`src/rtl/cpc_bus_slot_arbiter.sv`:
```
// CPC bus-slot sequencer: SLOTS-phase bus period with video, round-robin aux and CPU slots.
// Optional stall counter enabled by defining CPC_ARB_STALL_CNT_EN.
module cpc_bus_slot_arbiter #(
    parameter int unsigned SLOTS     = 4,
    parameter int unsigned AUX_CH    = 2,
    parameter int unsigned CPU_PHASE = SLOTS - 1,
    localparam int unsigned PW       = $clog2(SLOTS)
) (
    input  logic              clk,
    input  logic              reset_n,
    input  logic              ce,
    input  logic              resync,
    input  logic              no_wait,
    input  logic              cpu_req,
    output logic              cpu_wait_n,
    output logic              cpu_ack,
    output logic              vid_slot,
    input  logic [AUX_CH-1:0] aux_req,
    output logic [AUX_CH-1:0] aux_gnt,
    output logic [PW-1:0]     phase,
    output logic [15:0]       stall_cnt,
    input  logic              stall_clr
);

    localparam int unsigned RW = (AUX_CH > 1) ? $clog2(AUX_CH) : 1;

    localparam logic [1:0] ST_IDLE   = 2'd0;
    localparam logic [1:0] ST_WAIT   = 2'd1;
    localparam logic [1:0] ST_ACCESS = 2'd2;

    logic [PW-1:0]     phase_q, phase_d, phase_ld;
    logic [RW-1:0]     rr_q, rr_d;
    logic [AUX_CH-1:0] gnt_q, gnt_d;
    logic [1:0]        state_q, state_d;
    logic              vid_q, vid_d;
    logic              ack_q, ack_d;
    logic              found;
    int                idx;

    always_ff @(posedge clk or negedge reset_n) begin
        if (!reset_n) begin
            phase_q <= '0;
            rr_q    <= '0;
            gnt_q   <= '0;
            state_q <= ST_IDLE;
            vid_q   <= 1'b0;
            ack_q   <= 1'b0;
        end else begin
            phase_q <= phase_d;
            rr_q    <= rr_d;
            gnt_q   <= gnt_d;
            state_q <= state_d;
            vid_q   <= vid_d;
            ack_q   <= ack_d;
        end
    end

    always_comb begin
        phase_d = phase_q;
        rr_d    = rr_q;
        gnt_d   = gnt_q;
        state_d = state_q;
        vid_d   = 1'b0;
        ack_d   = 1'b0;
        found   = 1'b0;
        idx     = 0;

        // Phase the pending ce would load; only committed when ce is high.
        if (resync || phase_q == PW'(SLOTS - 1)) begin
            phase_ld = '0;
        end else begin
            phase_ld = phase_q + PW'(1);
        end

        if (ce) begin
            phase_d = phase_ld;
            vid_d   = (phase_ld == '0);
            gnt_d   = '0;
            if (phase_ld == PW'(1)) begin
                for (int i = 0; i < int'(AUX_CH); i++) begin
                    idx = (int'(rr_q) + i) % int'(AUX_CH);
                    if (!found && ((aux_req >> idx) & AUX_CH'(1)) != '0) begin
                        found = 1'b1;
                        gnt_d = AUX_CH'(1) << idx;
                        rr_d  = RW'((idx + 1) % int'(AUX_CH));
                    end
                end
            end
        end

        // An aborted cycle in WAIT takes priority over a simultaneous release.
        case (state_q)
            ST_IDLE: begin
                if (cpu_req) state_d = ST_WAIT;
            end
            ST_WAIT: begin
                if (!cpu_req) begin
                    state_d = ST_IDLE;
                end else if (ce && phase_ld == PW'(CPU_PHASE)) begin
                    state_d = ST_ACCESS;
                    ack_d   = 1'b1;
                end
            end
            ST_ACCESS: begin
                if (!cpu_req) state_d = ST_IDLE;
            end
            default: state_d = ST_IDLE;
        endcase
    end

    assign phase      = phase_q;
    assign aux_gnt    = gnt_q;
    assign vid_slot   = vid_q;
    assign cpu_ack    = ack_q;
    assign cpu_wait_n = (state_q != ST_WAIT) | no_wait;

`ifdef CPC_ARB_STALL_CNT_EN
    logic [15:0] stall_q, stall_d;

    // Saturating count of clk cycles spent stalled; clear wins over increment.
    always_comb begin
        stall_d = stall_q;
        if (stall_clr) begin
            stall_d = '0;
        end else if (state_q == ST_WAIT && stall_q != 16'hFFFF) begin
            stall_d = stall_q + 16'd1;
        end
    end

    always_ff @(posedge clk or negedge reset_n) begin
        if (!reset_n) begin
            stall_q <= '0;
        end else begin
            stall_q <= stall_d;
        end
    end

    assign stall_cnt = stall_q;
`else
    logic stall_clr_unused;
    assign stall_clr_unused = stall_clr;
    assign stall_cnt        = 16'h0000;
`endif

endmodule

```
`config.mk`:
```
export PLATFORM = sky130hd
export DESIGN_NAME = cpc_bus_slot_arbiter
export DESIGN_NICKNAME = d
export VERILOG_FILES = /design/src/rtl/cpc_bus_slot_arbiter.sv
export SDC_FILE = /design/constraint.sdc
export NUM_CORES = 1
export LEC_CHECK = 0
export CAP_MARGIN = 20
export CORE_MARGIN = 4
export CORE_UTILIZATION = 32
export DETAILED_ROUTE_END_ITERATION = 8
export PLACE_DENSITY = 0.73
export SYNTH_ARGS = -nofsm -noshare
export SYNTH_HDL_FRONTEND = slang
export SYNTH_SLANG_ARGS = --single-unit
```
`constraint.sdc`:
```
create_clock -name clk -period 1.5 [get_ports clk]
set_input_delay 0.45 -clock clk [delete_from_list [all_inputs] [get_ports clk]]
set_output_delay 0.45 -clock clk [all_outputs]
set_load 0.02 [all_outputs]
```
-- Word-level counts from Yosys, hierarchy flattened
Cells that the tools add are included.
- register bits: 9
- bits in latches: 0
- memory bits (writable): 0
- memory bits (read-only): 0
- input port bits: 9
- output and inout port bits: 23
- word-level logic and storage cells: 51
- memories kept: 0
- add/sub/neg operators: 3
- $mul: 0
- divide/modulo/power cells: 0
- magnitude comparators: 0
- equal/unequal tests: 9
- shift-type cells: 4
- muxes and demuxes: 18
- bitwise operators: 2
- reduce and logical (&&, ||, !) cells: 9
- operators with widths (operator ; count):
    $shl A1 B32 Y2 const A ; 1
    $shr A2 B32 Y1 ; 1
    $mux W2 ; 8
    $mux W1 ; 9
    $eq A2 B2 Y1 const B ; 3
    $pmux W2 S3 ; 1
    $reduce_and A3 Y1 ; 2
    $eq A2 B1 Y1 const B ; 2
    $logic_not A2 Y1 ; 2
    $ne A2 B2 Y1 const B ; 2
    $ne A3 B3 Y1 const B ; 1
    $add A1 B1 Y1 const B ; 2
    $add A2 B1 Y2 const B ; 1
    $logic_and A1 B1 Y1 ; 2
    $ne A2 B1 Y1 const B ; 1
    $reduce_bool A2 Y1 ; 1
    $shl A1 B1 Y2 const A ; 1
    $shr A2 B1 Y1 ; 1
    $and A1 B1 Y1 const A ; 1
    $logic_not A1 Y1 ; 1
    $logic_or A1 B1 Y1 ; 1
    $or A1 B1 Y1 ; 1

-- Logic depth before layout (Yosys ltp)
- depth after elaboration: 10
- mapped depth: 4

-- Least setup slack after synthesis
OpenSTA, ideal clock, no wires.
- kind: register to register
- start point: register phase_q[0], in the netlist phase[0]
- end point: register gnt_q[0], in the netlist aux_gnt[0]
- library setup time: 67 ps
- arrival time: 1471 ps
- required time: 1433 ps
- setup slack: -38 ps
- stages on the path, launching flop included: 5
- clock period less this slack: 1538 ps
- path through: dfrtp_1 > ha_1 > nor4b_4 > and2_1 > a32o_1
- cells in the longest elaborated chain, start to end: 5
- elaborated cells between the ends (all ways): 6
- those cells by class: add/sub (1); eq/ne (2); mux (2); reduce/logical (1)
- ends and longest elaborated chain (what ; RTL line ; text):
    start: declaration ; 31 ; logic [PW-1:0] phase_q, phase_d, phase_ld;
    start signal: assignment ; 49 ; phase_q <= phase_d;
    branches (longest 2 deep; another with $add A2 B1 Y2) ; n/a ;
    $mux W2 * ; 69 ; if (resync || phase_q == PW'(SLOTS - 1)) begin
    $eq A2 B1 Y1 * ; 79 ; if (phase_ld == PW'(1)) begin
    $mux W2 * ; 79 ;
    end signal: assignment ; 51 ; gnt_q <= gnt_d;
    end: declaration ; 33 ; logic [AUX_CH-1:0] gnt_q, gnt_d;
Every way passes the cells marked *.
A chain may end at the register's enable or synchronous reset.

-- Worst setup path after layout
- start point: input no_wait
- end point: output cpu_wait_n
- cells in the longest elaborated chain, start to end: 1
- ends and longest elaborated chain (what ; RTL line ; text):
    start: declaration ; 13 ; input logic no_wait,
    $or A1 B1 Y1 ; 115 ; assign cpu_wait_n = (state_q != ST_WAIT) | no_wait;
    end: declaration ; 15 ; output logic cpu_wait_n,
Every way passes these cells.

==> run summary <==
Slowest stage delay, CP: 0.38 ns
H-tree depth: 1
Failing checks: negative setup slack
Std cell rows: 14
Starting density of the core: 34.42%
Status: finished, violations left
Vias in the first global route: 341
Initial antenna violation count: 0
P per Cell Area: 1038 nW/um2
Largest net degree at the start of global routing: 10
Final GP Congestion: 0.7390
Root buffer cell: clkbuf_4
Clock latency on the worst-skew pair: 0.26 ns
Max_cap viols: 0
Clock Skews: 0.008519 ns
Die footprint: 2373 um2
Total CTS buffers: 3
Congestion Overflow GR: 0
Routed vias/inst: 4.402
Final hold viol count: 0
Most frequent cells in the layout: conb_1, dfrtp_1, dlygate4sd2_1, buf_4, clkdlybuf4s50_1
First-pass GRT wire length: 1.490 mm
Area added between synthesis and finish: 30.90%
DR WL/cell: 10.73 um
Cells after synthesis: 53
Leak pwr: 0.3791 nW
Worst min-delay path category: primary input to asynchronous set/reset pin
Fin nets: 87
Routed Antenna Nets: 0
Critical Path RT: 1.05 ns
Crit. Startpoint: no_wait
Peak VDD IR: 0.5536 mV
Post-DP HPWL: 834 um
DRT Pass-1 Iters: 4
Worst Setup End Kind: primary output
I/O pin count: 32
Nature of the critical path startpoint: primary input
Fill count: 154
Start of the worst register-to-register path: phase[0]
Unique masters post-synth: 21
Die width: 48.72 um
Pins Over Slew Limit: 0
Die height: 48.72 um
Flops & latches, synth: 9
Worst r2r dst: cpu_ack
Setup TNS: -0.07162 ns
Ant. Diodes: 0
CTS tree: done
Layout cells sized above 1: 15.79%
Bufs on Longest Clock Path: 2
Core Area: 1541 um2
Hold_buf cts: 0
I/O Buffers: 14
WP data arrival: 1.12 ns
DR iter-0 viols: 3
# DRC: 0
Vias post-DR: 405
# clock sinks: 9
Flop2flop setup slack: 0.12 ns
Cell area after synthesis: 530.5 um2
Sequential element share of the synthesized area: 42.45%
Commonest non-fill, non-tap cell in the layout: conb_1
RSZ-0062 raised after global routing: true
Min Tclk post-route: 1.572 ns
Final setup fails: 1
Clock Pin Slew Worst Setup and Hold Paths: 0.06 ns
Yosys warnings: 0
CP max FO: 1
Crit path kind: primary input to primary output
Register Area: 225.2 um2
Multi-input logic area: 234.0 um2
Reg2Reg Depth: 5
WL final: 987 um
Final worst slack: -0.07162 ns
Highest-delay cell along the critical path: or3b_1
Post-layout util: 45.05%
Final worst-path cycle share: 104.8%
Max Clk Rate: 636.3 MHz
Syn avg cell area: 10.01 um2
Total GRT Usage: 8.244%
Cell chain of the critical path: clkdlybuf4s15_1 -> or3b_1 -> buf_6
## routing by layer
metal  GRT usage (%)  part of all wire (%)  vias up
li1                -                     -      194
met1           8.175                    35      190
met2           13.48                    52       19
met3           4.908                    10        2
met4           4.036                   2.3        0
met5               0                     0        -
## worst max path at each step
stage / depth (start not counted) / slack [ns] / endpoint
final: 3 / -0.07 / cpu_wait_n
after global routing: 2 / -0.1 / cpu_wait_n
after CTS: 2 / -0.08 / cpu_wait_n
after detailed placement: 3 / -0.67 / cpu_wait_n
after global placement: 3 / -0.67 / cpu_wait_n
after floorplan: 4 / 0.004 / aux_gnt[0]
## layout make-up
class	count	area share, %
Clock buffer	4	3.784
Inverter	2	1.081
Multi-Input combinational cell	41	33.69
Timing Repair Buffer	20	26.13
Sequential cell	9	32.43
Tap cell	16	2.883
## worst max-delay path, delay by kind of cell
| kind | cells | cell delay (ns) |
|---|---|---|
| AND/OR/NAND/NOR | 1 | 0.38 |
| buffers and inverters | 2 | 0.29 |
## metrics by stage
step                      hold WS [ns]  cell area, um2  std cells  setup WS, ns  total power, W
after global routing            0.5239           694.4         92      -0.09698       0.0007649
after detailed placement        0.4871           664.4         87       -0.6724       0.0005517
after global placement          0.4808           664.4         87       -0.6699       0.0005443
after CTS                       0.4956           684.4         91      -0.08112       0.0007274
final                           0.4810           694.4         92      -0.07162       0.0007210
after floorplan                 0.1544           586.8         68      0.004425       0.0004808
## registers in the layout, summed over array words and instances, names as in the netlist
register / flops
aux_gnt: 2
state_q: 2
phase: 2
cpu_ack: 1
rr_q: 1
vid_slot: 1
## timing repair
item                                   in CTS  in global routing
gates resized for setup                    14                  1
pin swaps                                   1                  1
endpoints found under the hold margin       0                  0
setup buffers                               0                  1
setup endpoints to repair                   7                  4
## cell families after synthesis
| group | count (synthesis) | synth area share [%] |
|---|---|---|
| buffers and inverters | 18 | 24.06 |
| other | 1 | 0.7069 |
| AO/OA/AOI/OAI | 8 | 10.85 |
| adder cells (fa/ha/maj) | 1 | 2.358 |
| AND/OR/NAND/NOR | 16 | 19.58 |
| flip-flops | 9 | 42.45 |
## where the power goes
group / leakage, nW / total [W] / switching (W) / internal [W]
logic: 0.247 / 0.000231 / 0.000138 / 0.0000937
registers: 0.117 / 0.000303 / 0.0000260 / 0.000277
clock network: 0.0150 / 0.000186 / 0.0000840 / 0.000102
total: 0.379 / 0.000721 / 0.000248 / 0.000473
## Yosys cell counts
| cell | n | area [um2] |
|---|---|---|
| inv_1 | 1 | 3.750 |
| buf_4 | 16 | 120.1 |
| a21o_1 | 1 | 7.510 |
| ha_1 | 1 | 12.51 |
| a21oi_1 | 1 | 5.000 |
| and2_1 | 1 | 6.260 |
| or3b_1 | 1 | 8.760 |
| nor2_1 | 2 | 7.510 |
| a21boi_1 | 1 | 7.510 |
| a31oi_1 | 3 | 18.77 |
| a32o_1 | 1 | 10.01 |
| o2bb2ai_1 | 1 | 8.760 |
| nand2_1 | 4 | 15.01 |
| nor4b_4 | 1 | 23.77 |
| inv_2 | 1 | 3.750 |
| nand4b_1 | 1 | 8.760 |
| nand2b_1 | 2 | 12.51 |
| dfrtp_1 | 9 | 225.2 |
| conb_1 | 1 | 3.750 |
| nor2b_1 | 1 | 6.260 |
| nand3_1 | 3 | 15.01 |
Note: power is estimated with default switching activity, not from simulation.
